File: config.mk
export PLATFORM = sky130hd
export DESIGN_NAME = alu_writeback
export DESIGN_NICKNAME = d
export VERILOG_FILES = /design/src/rtl/nlp16_pkg.sv /design/src/rtl/wb_fifo.sv /design/src/rtl/alu_writeback.sv
export SDC_FILE = /design/constraint.sdc
export NUM_CORES = 1
export LEC_CHECK = 0
export CAP_MARGIN = 15
export CORE_UTILIZATION = 25
export CTS_BUF_LIST = sky130_fd_sc_hd__clkbuf_8
export DETAILED_ROUTE_END_ITERATION = 16
export PLACE_DENSITY = 0.56
export SYNTH_ARGS = -nofsm -noshare
export SYNTH_HDL_FRONTEND = slang
export SYNTH_SLANG_ARGS = --single-unit
File: constraint.sdc
create_clock -name i_clk -period 5.19 [get_ports i_clk]
set_input_delay 0.519 -clock i_clk [delete_from_list [all_inputs] [get_ports i_clk]]
set_output_delay 0.519 -clock i_clk [all_outputs]
set_load 0.02 [all_outputs]
File: src/rtl/nlp16_pkg.sv
// Shared types for the ALU writeback stage: packed flag word and writeback entry.
// The package widths must match the DATA_W / REG_AW parameters of alu_writeback.
package nlp16_pkg;

    localparam int NLP_DATA_W = 16;
    localparam int NLP_REG_AW = 4;

    localparam int FLAG_C = 3;
    localparam int FLAG_S = 2;
    localparam int FLAG_V = 1;
    localparam int FLAG_Z = 0;

    typedef struct packed {
        logic c;
        logic s;
        logic v;
        logic z;
    } flag_t;

    typedef struct packed {
        logic [NLP_DATA_W-1:0] data;
        logic [NLP_REG_AW-1:0] dst;
    } wb_entry_t;

endpackage

File: src/rtl/wb_fifo.sv
// Writeback FIFO: DEPTH entries of wb_entry_t, pointers wrap modulo DEPTH (power of 2).
// The ready output is registered from the next count so it has no combinational path from pop.
import nlp16_pkg::*;

module wb_fifo #(
    parameter int DEPTH = 2
) (
    input  logic      i_clk,
    input  logic      i_rst,
    input  logic      i_push,
    input  logic      i_pop,
    input  wb_entry_t i_entry,
    output wb_entry_t o_head,
    output logic      o_valid,
    output logic      o_ready
);
    localparam int PTR_W = (DEPTH > 1) ? $clog2(DEPTH) : 1;
    localparam int CNT_W = $clog2(DEPTH + 1);

    wb_entry_t        mem [DEPTH];
    logic [PTR_W-1:0] wr_ptr;
    logic [PTR_W-1:0] rd_ptr;
    logic [CNT_W-1:0] count;
    logic [CNT_W-1:0] count_next;

    always_comb begin
        count_next = count;
        if (i_push && !i_pop)
            count_next = count + CNT_W'(1);
        else if (i_pop && !i_push)
            count_next = count - CNT_W'(1);
    end

    always_ff @(posedge i_clk) begin
        if (i_rst) begin
            wr_ptr  <= '0;
            rd_ptr  <= '0;
            count   <= '0;
            o_ready <= 1'b1;
        end else begin
            if (i_push)
                wr_ptr <= wr_ptr + PTR_W'(1);
            if (i_pop)
                rd_ptr <= rd_ptr + PTR_W'(1);
            count   <= count_next;
            o_ready <= (count_next != CNT_W'(DEPTH));
        end
    end

    // Storage needs no reset: contents are only observed while count is non-zero.
    always_ff @(posedge i_clk) begin
        if (i_push)
            mem[wr_ptr] <= i_entry;
    end

    assign o_head  = mem[rd_ptr];
    assign o_valid = (count != '0);

endmodule

File: src/rtl/alu_writeback.sv
// ALU writeback stage: architectural flag register plus buffered regfile write port.
// Optional macro WB_BYPASS_EN lets an entry skip the empty FIFO straight to o_wb_*.
import nlp16_pkg::*;

module alu_writeback #(
    parameter int         DATA_W   = 16,
    parameter int         REG_AW   = 4,
    parameter int         DEPTH    = 2,
    parameter logic [3:0] FLAG_RST = 4'h0
) (
    input  logic              i_clk,
    input  logic              i_rst,
    input  logic              i_valid,
    output logic              o_ready,
    input  logic [DATA_W-1:0] i_data,
    input  logic [3:0]        i_flag,
    input  logic [REG_AW-1:0] i_dst,
    input  logic              i_wr_en,
    input  logic              i_flag_en,
    input  logic              i_flag_wr,
    input  logic [3:0]        i_flag_wdata,
    output logic              o_wb_valid,
    input  logic              i_wb_ready,
    output logic [DATA_W-1:0] o_wb_data,
    output logic [REG_AW-1:0] o_wb_dst,
    output logic [3:0]        o_flag,
    output logic              o_carry
);
    flag_t     flag_q;
    wb_entry_t in_entry;
    wb_entry_t head;
    logic      accept;
    logic      push;
    logic      bypass;
    logic      fifo_push;
    logic      fifo_pop;
    logic      fifo_valid;
    logic      fifo_ready;

    assign accept        = i_valid & fifo_ready;
    assign push          = accept & i_wr_en;
    assign in_entry.data = i_data;
    assign in_entry.dst  = i_dst;

`ifdef WB_BYPASS_EN
    assign bypass = !fifo_valid & push & i_wb_ready;
`else
    assign bypass = 1'b0;
`endif

    assign fifo_push = push & !bypass;
    assign fifo_pop  = fifo_valid & i_wb_ready;

    wb_fifo #(.DEPTH(DEPTH)) u_fifo (
        .i_clk   (i_clk),
        .i_rst   (i_rst),
        .i_push  (fifo_push),
        .i_pop   (fifo_pop),
        .i_entry (in_entry),
        .o_head  (head),
        .o_valid (fifo_valid),
        .o_ready (fifo_ready)
    );

    assign o_ready    = fifo_ready;
    assign o_wb_valid = fifo_valid | bypass;
    assign o_wb_data  = bypass ? i_data : head.data;
    assign o_wb_dst   = bypass ? i_dst  : head.dst;

    // Explicit load beats the ALU update; flags change at accept, not at writeback.
    always_ff @(posedge i_clk) begin
        if (i_rst)
            flag_q <= flag_t'(FLAG_RST);
        else if (i_flag_wr)
            flag_q <= flag_t'(i_flag_wdata);
        else if (accept && i_flag_en)
            flag_q <= flag_t'(i_flag);
    end

    assign o_flag  = flag_q;
    assign o_carry = o_flag[FLAG_C];

endmodule

# Yosys cells after proc, flatten, opt, wreduce, memory -nomap -nowiden
# Memory sizes are Yosys's and may differ from the RTL's. A register that Yosys moved wholly into a read port is not among the register bits.
# Index checks and enable logic that the tools add are counted.
# Widths: inputs -> output; s select.
classes:
  addsub: 4
  multipliers: 0
  div: 0
  magnitude_cmp: 0
  n_eq_ne: 1
  shifts: 0
  muxes: 8
  bitwise: 3
  reduce_logical: 7
ops:
  columns: ["cell", "count"]
  rows:
  - ["$mux 4", 2]
  - ["$mux 1", 4]
  - ["$mux 2", 2]
  - ["$reduce_bool 2->1", 2]
  - ["$and 1x1->1", 3]
  - ["$logic_and 1x1->1", 3]
  - ["$add 1x1->1 const B", 2]
  - ["$add 2x1->2 const B", 1]
  - ["$logic_not 1->1", 2]
  - ["$ne 2x2->1 const B", 1]
  - ["$sub 2x1->2 const B", 1]
totals:
  ff_bits: 9
  latchBits: 0
  mem_bits_rw: 40
  romBits: 0
  inputBits: 35
  out_inout_bits: 27
  elab_cells: 32
  n_memories: 1
mem_list:
  columns: ["name", "depth", "word_bits", "rd", "rd_clocked_by_memory_dff", "write_ports", "line_no", "rtl"]
  rows:
  - ["u_fifo.mem", 2, 20, 1, 1, 1, "wb_fifo.sv:20", "wb_entry_t mem [DEPTH];"]

# Longest topological paths before layout
depth:
  depth_word: 7
  depth_mapped: 6
  ltp_nobuf: 6

# Cells and area by module
# A second synthesis with hierarchy kept.
unflattened:
  cells_unflattened: 114
  area_unflattened_um2: 1974.4
by_module_without_submodules:
  columns: ["mod", "instances", "cells_per_inst", "area_per_inst_um2", "seq_area_each_um2"]
  rows:
  - ["wb_fifo", 1, 93, 1740.4, 1321.3]
  - ["alu_writeback", 1, 21, 234.0, 80.1]

# Worst setup path after synthesis
# Ideal clock, no wire load.
synth_path:
  path_kind: "register to register"
  from: "reg u_fifo.o_ready"
  to: "mem u_fifo.mem[0][0] (netlist name), enable pin"
  setup_time_ps: 397
  t_arrival_ps: 1531
  t_required_ps: 4793
  slack_ps: 3263
  path_stages_with_launch: 3
  path_buffers: 0
  period_less_slack_ps: 1927
  path_cell_list: "dfxtp_1 nand3_4 nor2_1"
synth_via:
  elab_chain_len: 4
synth_rtl:
  columns: ["element", "line_no", "rtl"]
  rows:
  - ["start: declaration", "wb_fifo.sv:15", "output logic o_ready"]
  - ["start signal: assignment", "wb_fifo.sv:46", "o_ready <= (count_next != CNT_W'(DEPTH));"]
  - ["$and 1x1->1", "alu_writeback.sv:40", "assign accept = i_valid & fifo_ready;"]
  - ["$and 1x1->1", "alu_writeback.sv:41", "assign push = accept & i_wr_en;"]
  - ["$mux 1", "wb_fifo.sv:52", "if (i_push)"]
  - ["$mux 1 (implied by the code)", "wb_fifo.sv:53", "mem[wr_ptr] <= i_entry;"]
  - ["end: declaration", "wb_fifo.sv:20", null]
# No other way between the ends.

==> metrics.md <==
| Metric | Value |
|---|---|
| Outcome | `finished clean` |
| Switching Share | `between 20% and 30%` |
| Peak VDD IR | `approximately 0.15 mV` |
| Crit path capture type | `primary output` |
| Slew @ Worst Pin | `around 1000 ps` |
| Nets@finish | `approximately 210` |
| Post-Syn Area | `around 1900 um^2` |
| # clock sinks | `50` |
| NetSw | `approximately 300 uW` |
| Core ar. | `approximately 7300 um^2` |
| Leakage | `between 0.9 and 1 nW` |
| Final Core Density | `between 30% and 40%` |
| Rows | `31` |
| Commonest non-fill, non-tap cells in the layout | `61 x clkdlybuf4s50_1, 40 x edfxtp_1, 20 x mux2_2` |
| DIE WIDTH | `roughly 90 um` |
| Total of max-cap violations | `0` |
| Worst rel slew slack | `approximately 30%` |
| Hold WS | `~510 ps` |
| Final setup vio count | `0` |
| Commonest non-fill, non-tap cell in the layout | `clkdlybuf4s50_1` |
| Logic pwr share | `between 30% and 40%` |
| RSZ-0062 raised after global routing | `false` |
| Period utilization | `between 50% and 60%` |
| Post-CTS Resized | `0` |
| Post-Place Cells | `between 200 and 300` |
| CTS buffer count | `5` |
| F_max | `about 0.37 GHz` |
| Seq/Total Area, Yosys | `73.06%` |
| Final Wtd Congestion | `0.6567` |
| Starting DRT DRC Count | `14` |
| Die area | `8026 um^2` |
| Final WL | `roughly 3.4 mm` |
| GRT Total Usage | `9.043%` |
| Clock Path Buffers | `2` |
| Yosys warns | `0` |
| Final hold vios | `0` |
| Setup ws final | `about 2500 ps` |
| Via count | `between 1k and 1.5k` |
| Clock Latency Late Sink | `290 ps` |
| Reg power frac | `around half` |
| WL per Instance | `about 12 um` |
| Post-DP HPWL | `around 2.4 mm` |
| ANT nets after route | `0` |
| Vias in the first global route | `1113` |
| Post-Place Worst Slack | `around 2700 ps` |
| CTS tree | `built` |
| Synth Instances | `about 110` |
| Crit path launch type | `register` |
| Total negative slack | `0 ps` |
| Fin cells | `around 280` |
| Setup Skew | `4.789 ps` |
| Crit Path Category | `reg2out` |
| Slew Limit Fails | `0` |
| # IOs | `62` |
| Power Density | `roughly 390 nW/um^2` |
| Area Overhead vs Synth | `41.42%` |
| Pin count of the biggest net entering global routing | `21` |
| Fill count | `~700` |
| Final min period | `~2700 ps` |
| H-tree levels | `2` |
| Critical path arrival | `2170 ps` |
| DR vias/cell | `3.902` |
| # port buffers | `slightly above 60` |
| Average size of a mapped cell | `about 17 um^2` |
| Layout cells sized above 1 | `approximately a fifth` |
| Total power | `1.051 mW` |
| Crit path required time | `4670 ps` |
| Clock Tree Root | `clkbuf_8` |
| Initial Util | `a little over a quarter` |
| Drc violations | `0` |
| Post-CTS setup buffer count | `0` |
| Max FO, Critical Path | `20` |
| Synth cell types | `22` |
| ANT cells | `0` |
| Hold-fix buffers, CTS | `0` |
| Total congestion overflow | `0` |
| Pre-antenna DRT Iters | `3` |
| Initial antenna violation count | `0` |
| Syn nets | `between 100 and 150` |
| Internal | `750.4 uW` |
| First-pass GRT wire length | `~5.3 mm` |
| Die height | `89.59 um` |
| #FFs+latches synth | `50` |
| Design area | `between 2000 and 3000 um^2` |
| Hold Path Class | `reg2reg` |
| Reg clk slew, reported paths | `~80 ps` |
| Clock network power share | `between 10% and 20%` |
| Placed Area | `between 2000 and 3000 um^2` |
| R2R Setup Slk | `3430 ps` |
-- path summary, 6_finish.rpt --
| path | cells past startpoint | to | start |
|---|---|---|---|
| worst max-delay path | 2 | o_wb_data[12] | register |
| worst min-delay path | 2 | o_flag[2] | o_flag[2] |
| worst max register to register | 2 | u_fifo.mem[0][17] | u_fifo.o_ready |
| worst min register to register | 2 | o_flag[2] | o_flag[2] |
-- cell families (layout without fill, tap and decap cells) --
| kind of cell | Yosys count | in the layout | share of synthesized area, % |
|---|---|---|---|
| flops | 50 | 50 | 73.06 |
| mux | 24 | 24 | 13.83 |
| simple gates | 16 | 16 | 4.893 |
| buf+inv | 9 | 73 | 2.152 |
| compound gates | 8 | 8 | 3.196 |
| xor+xnor | 4 | 4 | 2.218 |
| fa+ha+maj | 1 | 1 | 0.6522 |
-- critical path, stage by stage, from the launching register on --
cell	delay, ps
dfxtp_1	920
mux2_2	420
clkdlybuf4s50_1	540
-- flip-flops by register name, summed over array words and instances, names as in the netlist, named ones only --
signal / count
u_fifo.mem: 40
o_flag: 3
u_fifo.count: 2
o_carry: 1
u_fifo.o_ready: 1
u_fifo.rd_ptr: 1
u_fifo.wr_ptr: 1
-- synth_stat cells (all sizes together) --
library cell,n,area share [%]
edfxtp,40,63
mux2,20,12
nor2,11,2.2
dfxtp,10,10
a211oi,4,1.6
buf,4,1.2
inv,4,0.78
mux2i,4,2.1
xnor2,4,2.2
nor2b,2,1.2
a21oi,1,0.26
a22oi,1,0.39
a31o,1,0.46
clkbuf,1,0.20
ha,1,0.65
nand3,1,0.91
o32a,1,0.52
or2,1,0.33
or3,1,0.33
-- cell type report --
cell class,count,area [um^2],area share [%]
clock buffer,5,68.82,2.537
clock inverter,3,12.51,0.4613
inverter,4,15.01,0.5535
multi-input combinational,53,480.5,17.71
sequential,50,1401,51.66
tap,99,123.9,4.566
timing repair buffer,61,610.6,22.51
-- metal layers --
layer / up-vias / global-route usage, % / routed length, um
li1: 539 / - / -
met1: 489 / 10.77 / 1550
met2: 43 / 15.08 / 1611
met3: 2 / 3.382 / 241
met4: 0 / 3.030 / 10
met5: - / 0 / 0
-- power by group through the flow --
stage / logic, mW / registers, mW / clock network, mW
floorplan: 0.216 / 0.497 / 0
global placement: 0.343 / 0.516 / 0
detailed placement: 0.343 / 0.517 / 0
CTS: 0.345 / 0.509 / 0.217
global route: 0.370 / 0.514 / 0.237
finish: 0.340 / 0.506 / 0.206
(Power assumes the default switching activity.)
